**config.mk**
```make
export PLATFORM = sky130hd
export DESIGN_NAME = multi_cycle_div_flat
export DESIGN_NICKNAME = d
export VERILOG_FILES = /design/src/rtl/multi_cycle_div_pkg.sv /design/src/rtl/multi_cycle_div_if.sv /design/src/rtl/multi_cycle_div.sv /design/src/flat_wrapper.sv
export SDC_FILE = /design/constraint.sdc
export NUM_CORES = 1
export LEC_CHECK = 0
export BUFFER_PORTS_ARGS = -buffer_cell sky130_fd_sc_hd__buf_2
export CORE_MARGIN = 2
export CORE_UTILIZATION = 50
export CTS_CLUSTER_DIAMETER = 40
export DETAILED_ROUTE_END_ITERATION = 10
export GPL_ROUTABILITY_DRIVEN = 0
export PLACE_DENSITY = 0.75
export SETUP_SLACK_MARGIN = 0.3
export SYNTH_ARGS = -nofsm -noshare
export SYNTH_HDL_FRONTEND = slang
export SYNTH_SLANG_ARGS = --single-unit
```
**constraint.sdc**
```tcl
create_clock -name clk -period 5.62 [get_ports clk]
set_clock_uncertainty 0.05 [all_clocks]
set_input_delay 1.124 -clock clk [delete_from_list [all_inputs] [get_ports clk]]
set_output_delay 1.124 -clock clk [all_outputs]
set_load 0.05 [all_outputs]
```
**src/rtl/multi_cycle_div_pkg.sv**
```systemverilog
// Shared widths, FSM encoding and sign helpers for the multi-cycle divider.
package multi_cycle_div_pkg;

  localparam int DATA_W = 32;
  localparam int CNT_W  = 6;
  localparam int HI_W   = DATA_W;
  localparam int LO_W   = DATA_W;

  localparam logic [CNT_W-1:0] LAST_STEP = 6'd31;

  typedef enum logic [1:0] {
    ST_IDLE = 2'd0,
    ST_BUSY = 2'd1,
    ST_DONE = 2'd2
  } div_state_e;

  function automatic logic [DATA_W-1:0] cond_neg(input logic [DATA_W-1:0] val,
                                                 input logic             neg);
    cond_neg = neg ? (~val + 32'd1) : val;
  endfunction

endpackage

```
**src/rtl/multi_cycle_div_if.sv**
```systemverilog
// Pipeline-to-divider handshake and result bus.
interface multi_cycle_div_if;
  import multi_cycle_div_pkg::*;

  logic              start;
  logic              signed_div;
  logic [DATA_W-1:0] dividend;
  logic [DATA_W-1:0] divisor;
  logic              flush;
  logic              request_stall;
  logic              done;
  logic [LO_W-1:0]   quotient;
  logic [HI_W-1:0]   remainder;

  modport master (
    output start, signed_div, dividend, divisor, flush,
    input  request_stall, done, quotient, remainder
  );

  modport slave (
    input  start, signed_div, dividend, divisor, flush,
    output request_stall, done, quotient, remainder
  );

endinterface

```
**src/rtl/multi_cycle_div.sv**
```systemverilog
// Restoring 32-bit DIV/DIVU unit: one shift-subtract step per cycle, results
// held in registers from the DONE cycle until the next completed divide.
module multi_cycle_div
  import multi_cycle_div_pkg::*;
(
  input  logic             clk,
  input  logic             rst,
  multi_cycle_div_if.slave bus
);

  div_state_e        state_r;
  div_state_e        state_s;
  logic [CNT_W-1:0]  count_r;
  logic [DATA_W-1:0] quo_r;
  logic [DATA_W-1:0] rem_r;
  logic [DATA_W-1:0] mag_b_r;
  logic              q_neg_r;
  logic              r_neg_r;
  logic [LO_W-1:0]   quotient_r;
  logic [HI_W-1:0]   remainder_r;

  logic              accept_s;
  logic              div_zero_s;
  logic              last_step_s;
  logic [DATA_W:0]   shifted_s;
  logic [DATA_W:0]   diff_s;
  logic [DATA_W-1:0] quo_next_s;
  logic [DATA_W-1:0] rem_next_s;

  // State register.
  always_ff @(posedge clk) begin
    if (rst) begin
      state_r <= ST_IDLE;
    end else begin
      state_r <= state_s;
    end
  end

  // Next-state logic; flush overrides everything except reset.
  always_comb begin
    state_s = state_r;
    if (bus.flush) begin
      state_s = ST_IDLE;
    end else begin
      case (state_r)
        ST_IDLE: begin
          if (bus.start) begin
            state_s = div_zero_s ? ST_DONE : ST_BUSY;
          end else begin
            state_s = ST_IDLE;
          end
        end
        ST_BUSY: begin
          if (last_step_s) begin
            state_s = ST_DONE;
          end else begin
            state_s = ST_BUSY;
          end
        end
        ST_DONE: state_s = ST_IDLE;
        default: state_s = ST_IDLE;
      endcase
    end
  end

  // Output decode; reset and flush silence both handshake outputs.
  always_comb begin
    bus.request_stall = 1'b0;
    bus.done          = 1'b0;
    if (rst || bus.flush) begin
      bus.request_stall = 1'b0;
      bus.done          = 1'b0;
    end else begin
      case (state_r)
        ST_IDLE: bus.request_stall = bus.start;
        ST_BUSY: bus.request_stall = 1'b1;
        ST_DONE: bus.done          = 1'b1;
        default: bus.request_stall = 1'b0;
      endcase
    end
  end

  // Restoring step: the dividend shifts out of quo_r as quotient bits shift in.
  always_comb begin
    accept_s    = (state_r == ST_IDLE) && bus.start && !bus.flush;
    div_zero_s  = (bus.divisor == 32'd0);
    last_step_s = (count_r == LAST_STEP);
    shifted_s   = {rem_r, quo_r[DATA_W-1]};
    diff_s      = shifted_s - {1'b0, mag_b_r};
    if (!diff_s[DATA_W]) begin
      rem_next_s = diff_s[DATA_W-1:0];
      quo_next_s = {quo_r[DATA_W-2:0], 1'b1};
    end else begin
      rem_next_s = shifted_s[DATA_W-1:0];
      quo_next_s = {quo_r[DATA_W-2:0], 1'b0};
    end
  end

  // Operand capture, iteration datapath and result registers.
  always_ff @(posedge clk) begin
    if (rst) begin
      count_r     <= 6'd0;
      quo_r       <= 32'd0;
      rem_r       <= 32'd0;
      mag_b_r     <= 32'd0;
      q_neg_r     <= 1'b0;
      r_neg_r     <= 1'b0;
      quotient_r  <= 32'd0;
      remainder_r <= 32'd0;
    end else if (accept_s) begin
      count_r <= 6'd0;
      rem_r   <= 32'd0;
      quo_r   <= cond_neg(bus.dividend, bus.signed_div & bus.dividend[DATA_W-1]);
      mag_b_r <= cond_neg(bus.divisor, bus.signed_div & bus.divisor[DATA_W-1]);
      q_neg_r <= bus.signed_div & (bus.dividend[DATA_W-1] ^ bus.divisor[DATA_W-1]);
      r_neg_r <= bus.signed_div & bus.dividend[DATA_W-1];
      if (div_zero_s) begin
        quotient_r  <= 32'hFFFF_FFFF;
        remainder_r <= bus.dividend;
      end else begin
        quotient_r  <= quotient_r;
        remainder_r <= remainder_r;
      end
    end else if ((state_r == ST_BUSY) && !bus.flush) begin
      count_r <= count_r + 6'd1;
      quo_r   <= quo_next_s;
      rem_r   <= rem_next_s;
      if (last_step_s) begin
        quotient_r  <= cond_neg(quo_next_s, q_neg_r);
        remainder_r <= cond_neg(rem_next_s, r_neg_r);
      end else begin
        quotient_r  <= quotient_r;
        remainder_r <= remainder_r;
      end
    end else begin
      count_r <= count_r;
    end
  end

  assign bus.quotient  = quotient_r;
  assign bus.remainder = remainder_r;

endmodule

```
**src/flat_wrapper.sv**
```systemverilog
// flat-port wrapper written by rule: the top's interface ports become plain ports
module multi_cycle_div_flat import multi_cycle_div_pkg::*;
  (clk, rst, bus_start, bus_signed_div, bus_dividend, bus_divisor, bus_flush, bus_request_stall, bus_done, bus_quotient, bus_remainder);
  multi_cycle_div_if bus_i ();
  input  logic clk;
  input  logic rst;
  input wire logic [$bits(bus_i.start)-1:0] bus_start;
  input wire logic [$bits(bus_i.signed_div)-1:0] bus_signed_div;
  input wire logic [$bits(bus_i.dividend)-1:0] bus_dividend;
  input wire logic [$bits(bus_i.divisor)-1:0] bus_divisor;
  input wire logic [$bits(bus_i.flush)-1:0] bus_flush;
  output wire logic [$bits(bus_i.request_stall)-1:0] bus_request_stall;
  output wire logic [$bits(bus_i.done)-1:0] bus_done;
  output wire logic [$bits(bus_i.quotient)-1:0] bus_quotient;
  output wire logic [$bits(bus_i.remainder)-1:0] bus_remainder;
  assign bus_i.start = bus_start;
  assign bus_i.signed_div = bus_signed_div;
  assign bus_i.dividend = bus_dividend;
  assign bus_i.divisor = bus_divisor;
  assign bus_i.flush = bus_flush;
  assign bus_request_stall = bus_i.request_stall;
  assign bus_done = bus_i.done;
  assign bus_quotient = bus_i.quotient;
  assign bus_remainder = bus_i.remainder;
  multi_cycle_div u_core (.clk(clk), .rst(rst), .bus(bus_i));
endmodule
```
# Word level (Yosys, flattened, before mapping)
# Index checks and enable logic that the tools add are counted.
# W data, S select, Z words.
# op_classes
addsub,6
n_mux,24
bitwise_logic,8
n_reduce_logical,12
n_eq_ne,4
# ops
op,n
$mux W32,15
$add A32 B1 Y32 const B,4
$not A32 Y32,4
$sub A33 B32 Y33,1
$logic_not A32 Y1,1
$add A6 B1 Y6 const B,1
$eq A6 B5 Y1 const B,1
$mux W2,3
$mux W1,4
$pmux W2 S2,1
$reduce_bool A2 Y1,2
$reduce_or A2 Y1,2
$and A1 B1 Y1,3
$logic_and A1 B1 Y1,3
$reduce_and A3 Y1,1
$eq A2 B1 Y1 const B,1
$eq A2 B2 Y1 const B,1
$logic_not A2 Y1,1
$ne A2 B2 Y1 const B,1
$pmux W1 S2,1
$logic_not A1 Y1,1
$logic_or A1 B1 Y1,1
$xor A1 B1 Y1,1
# word_totals
word_cells,63
inputBits,69
ff_bits,170
output_inout_bits,66

# Depth between registers and ports, before layout
# depth
word_depth,8
mapped_depth,24

# Worst setup path after synthesis
# OpenSTA, ideal clock, no wires.
# synth_timing
kind,register to register
startpoint,register u_core.quo_r[31]
endpoint,"register u_core.remainder_r[26], in the netlist u_core.bus.remainder[26]"
t_required_ns,5.436
n_path_buf,4
path_stages_with_launch,23
arrival_time_ns,4.274
path_slack_ns,1.162
setup_time_ns,0.134
cell_sequence,dfxtp_1 inv_1 ha_1 inv_1 fa_1 nand3_1 a21oi_1 o21ai_1 a211oi_1 or4_4 and2_1 buf_4 buf_6 buf_2 buf_4 mux2i_1 ha_1 nand3b_1 mux2i_1 o2111ai_2 mux2_2 o211ai_1 a211oi_1
# synth_via
elab_chain_len,8
# synth_lines
element,line_no,source
start: declaration,multi_cycle_div.sv:14,logic [DATA_W-1:0] quo_r;
start signal: assignment,multi_cycle_div.sv:113,"quo_r <= cond_neg(bus.dividend, bus.signed_div & bus.dividend[DATA_W-1]);"
start signal: assignment,multi_cycle_div.sv:126,quo_r <= quo_next_s;
$sub A33 B32 Y33,multi_cycle_div.sv:89,"diff_s = shifted_s - {1'b0, mag_b_r};"
$mux W32 (*),multi_cycle_div.sv:90,if (!diff_s[DATA_W]) begin
$not A32 Y32,multi_cycle_div_pkg.sv:19,cond_neg = neg ? (~val + 32'd1) : val;
$add A32 B1 Y32,multi_cycle_div_pkg.sv:19,
$mux W32 (*),multi_cycle_div_pkg.sv:19,
$mux W32 (*),multi_cycle_div.sv:128,if (last_step_s) begin
$mux W32 (*),multi_cycle_div.sv:124,end else if ((state_r == ST_BUSY) && !bus.flush) begin
$mux W32 (*),multi_cycle_div.sv:110,end else if (accept_s) begin
end signal: assignment,multi_cycle_div.sv:122,remainder_r <= remainder_r;
end signal: assignment,multi_cycle_div.sv:130,"remainder_r <= cond_neg(rem_next_s, r_neg_r);"
end signal: assignment,multi_cycle_div.sv:133,remainder_r <= remainder_r;
end: declaration,multi_cycle_div.sv:20,logic [HI_W-1:0] remainder_r;
# Every way passes the cells marked *; elsewhere a longest branch is shown, timed or not. The select of a mux whose other input is x is not followed.
# A chain may end at the register's enable or synchronous reset.

# Worst setup path in the final report
# layout_timing
startpoint,register u_core.quo_r[31]
endpoint,"register u_core.quotient_r[30], in the netlist u_core.bus.quotient[30]"
# layout_via
elab_chain_len,8
# layout_lines
element,line_no,source
$sub A33 B32 Y33,multi_cycle_div.sv:89,
$mux W1,multi_cycle_div.sv:90,
$not A32 Y32,multi_cycle_div_pkg.sv:19,
$add A32 B1 Y32,multi_cycle_div_pkg.sv:19,
$mux W32,multi_cycle_div_pkg.sv:19,
$mux W32,multi_cycle_div.sv:128,
$mux W32,multi_cycle_div.sv:124,
$mux W32,multi_cycle_div.sv:110,
end signal: assignment,multi_cycle_div.sv:121,quotient_r <= quotient_r;
end signal: assignment,multi_cycle_div.sv:129,"quotient_r <= cond_neg(quo_next_s, q_neg_r);"
end signal: assignment,multi_cycle_div.sv:132,quotient_r <= quotient_r;
end: declaration,multi_cycle_div.sv:19,logic [LO_W-1:0] quotient_r;
# No other way between the ends. The select of a mux whose other input is x is not followed.

==> results.ini <==
[pwr]
leakage_nw = 5.057
p_per_area_mw_per_mm2 = 266.5
max-vdd-ir-drop_mv = 0.2177

[yosys]
synth_nets = 1676
synth_edf_count = 0
synth_area_sq_mm = 0.01195
syn_avg_cell_area_sq_um = 7.615
async_reset_ff_share_pct = 0
synth_ff_type = dfxtp_1
synth.distinct_cells = 84
yosys_warnings = 0
synth-seq-cells = 170
synthCells = 1569
yosysSeqAreaShare_pct = 28.48

[timing]
min_period_ns = 4.689
setup_violations = 0
tightest_slew_ns = 1.137
rsz0062_at_grt = no
hold_violations = 0
slew_viol_final = 0
finalCritPeriodShare_pct = 83.44
fmax_ghz = 0.2133
slew_headroom_pct = 24.06
setup-tns-final_ns = 0
setup_ws_ns = 0.9308

[run]
maxCapViolCount = 0

[drt]
drt-total-wl_mm = 37.75
ant_nets = 0
drt_first_iter_violations = 1464
drc = 0
wl_per_cell_um = 19.19
vias_per_cell = 6.171
dr.pass1.iters = 7
vias = 12140

[global_routing]
grt_overflow = 0
antenna_found_initial = 2
grt_use_total_pct = 29.75
grt_max_degree = 88
grt_pass1_vias = 10920
grt_pass1_wl_mm = 58.67

[placed_design]
pre_cts_ws_ns = 0.9419
dp_hpwl_mm = 27.74
portBuffers = 134

[floorplanning]
coreArea_sq_mm = 0.02347
pin_count = 135
num_rows = 56
die_y_um = 158.6
dieArea_sq_mm = 0.02515
dieWidth_um = 158.6
start_util_pct = 50.90

[worst_setup_path]
start_kind = register
crit_buf_inv = 3
path_cells = inv_1 > ha_1 > inv_1 > fa_1 > nand3_1 > a21oi_1 > o21ai_1 > a211oi_1 > or4_4 > and2_2 > inv_4 > ha_1 > nand4_1 > or4_1 > o21ai_0 > xnor2_1 > o22ai_1 > nor2_1
arrival_ns = 4.94
cp_data_required_time_ns = 5.87
crit_type = reg -> reg
crit_family = simple AND/OR/NAND/NOR gates
endpoint_kind = register
cp_slowest_cell = or4_1
slowest_delay_ns = 0.65
critPathMaxFanout = 12

[clock_tree]
cts_sinks = 170
htree_levels = 4
root_buffer = clkbuf_16
cts_resized = 0
cts_setup_buffers = 0
worst_skew_pair.late_latency_ns = 0.45
cts_tree = built
ctsLongestPathBuffers = 2
clk_pin_slew_ns = 0.08
cts_hold_buf = 0
cts_buffers = 17

[layout]
layout_common_cells = 211 x nor2_1, 187 x nand2_1, 170 x dfxtp_1, 133 x buf_2, 88 x a211oi_1
final_common_cell = nor2_1
fin_nets = 1741
area_growth_pct = 11.47
drive_above_1_share_pct = 13.90

[run_status]
status = finished clean

[min_path]
hold_path.class = reg -> reg

-- path summary, 6_finish.rpt --
check                                        start                 endpoint  slack (ns)  cells past startpoint
worst max-delay path              u_core.quo_r[31]  u_core.bus.quotient[30]        0.93                     18
worst min-delay path            u_core.mag_b_r[31]       u_core.mag_b_r[31]        0.41                      2
worst max register to register    u_core.quo_r[31]  u_core.bus.quotient[30]        0.93                     18
worst min register to register  u_core.mag_b_r[31]       u_core.mag_b_r[31]        0.41                      2
-- metrics by stage --
stage / util [%] / hold slack [ns] / cells / area (sq um) / total power, mW
CTS: 56.73 / 0.4074 / 1966 / 13320 / 3.522
global placement: 54.18 / 0.3908 / 1934 / 12720 / 2.323
global route: 56.74 / 0.4370 / 1967 / 13320 / 3.697
floorplan: - / 0.3819 / 1569 / 11950 / 2.066
detailed placement: 54.18 / 0.3990 / 1934 / 12720 / 2.338
finish: 56.74 / 0.4090 / 1967 / 13320 / 3.549
-- state kept, by name, indices dropped and copies added (netlist names) --
register              flops
u_core.r_neg_r            1
u_core.state_r            2
u_core.quo_r             32
u_core.mag_b_r           32
u_core.bus.quotient      32
u_core.count_r            6
u_core.q_neg_r            1
u_core.rem_r             32
u_core.bus.remainder     32
-- layout make-up --
| type | instances | area (sq um) |
|---|---|---|
| fillers | 2153 | 10150 |
| multi-input cells | 1242 | 7928 |
| flip-flops and latches | 170 | 3403 |
| repair buffers | 148 | 778.2 |
| clock buffers | 17 | 425.4 |
| well taps | 319 | 399.1 |
| inverters | 55 | 209.0 |
| clock inverters | 15 | 172.7 |
| diodes | 1 | 2.502 |
-- worst min-delay path, stage by stage (launching register included) --
cell and delay (ns):
dfxtp_1 0.31, nand2_1 0.05, a21oi_1 0.05
-- where the power goes --
part / internal (mW) / leakage, nW / switching, mW
Clock: 0.601 / 0.293 / 0.602
Combinational: 0.376 / 3.38 / 0.678
Sequential: 1.24 / 1.38 / 0.0474
-- cell families (layout without fill, tap and decap cells) --
group / after synthesis / count (layout) / synth area share, %
flops: 170 / 170 / 28.48
buf+inv: 157 / 235 / 5.362
xor+xnor: 130 / 130 / 9.530
compound gates: 454 / 454 / 26.98
simple gates: 585 / 585 / 22.59
mux: 35 / 35 / 3.016
fa+ha+maj: 38 / 38 / 4.042
other cells: 0 / 1 / 0
-- synthesized netlist by cell type (all sizes together) (14+ instances only) --
cell type / n / area, sq um
nor4: 16 / 112.6
nor3: 30 / 155.1
nand2: 188 / 705.7
clkbuf: 68 / 255.2
nand3: 25 / 125.1
ha: 37 / 462.9
a211oi: 90 / 685.7
dfxtp: 170 / 3403
xnor2: 47 / 411.6
a21oi: 94 / 519.3
o31ai: 20 / 150.1
or4: 15 / 116.4
mux2i: 30 / 304.0
a311oi: 45 / 394.1
and2: 20 / 125.1
a31oi: 15 / 93.84
nand4: 15 / 108.9
xor2: 83 / 727.0
buf: 34 / 176.4
inv: 55 / 209.0
a21o: 14 / 105.1
o21ai: 79 / 402.9
nor2: 213 / 802.0
-- metal layers --
metal / global-route usage [%] / vias up / routed length (um)
met1: 41.30 / 5572 / 16370
met3: 6.396 / 108 / 3795
li1: - / 5830 / -
met2: 45.35 / 627 / 16200
met4: 10.85 / 2 / 1332
met5: 0 / - / 46
Power figures use the tool's default switching activity.
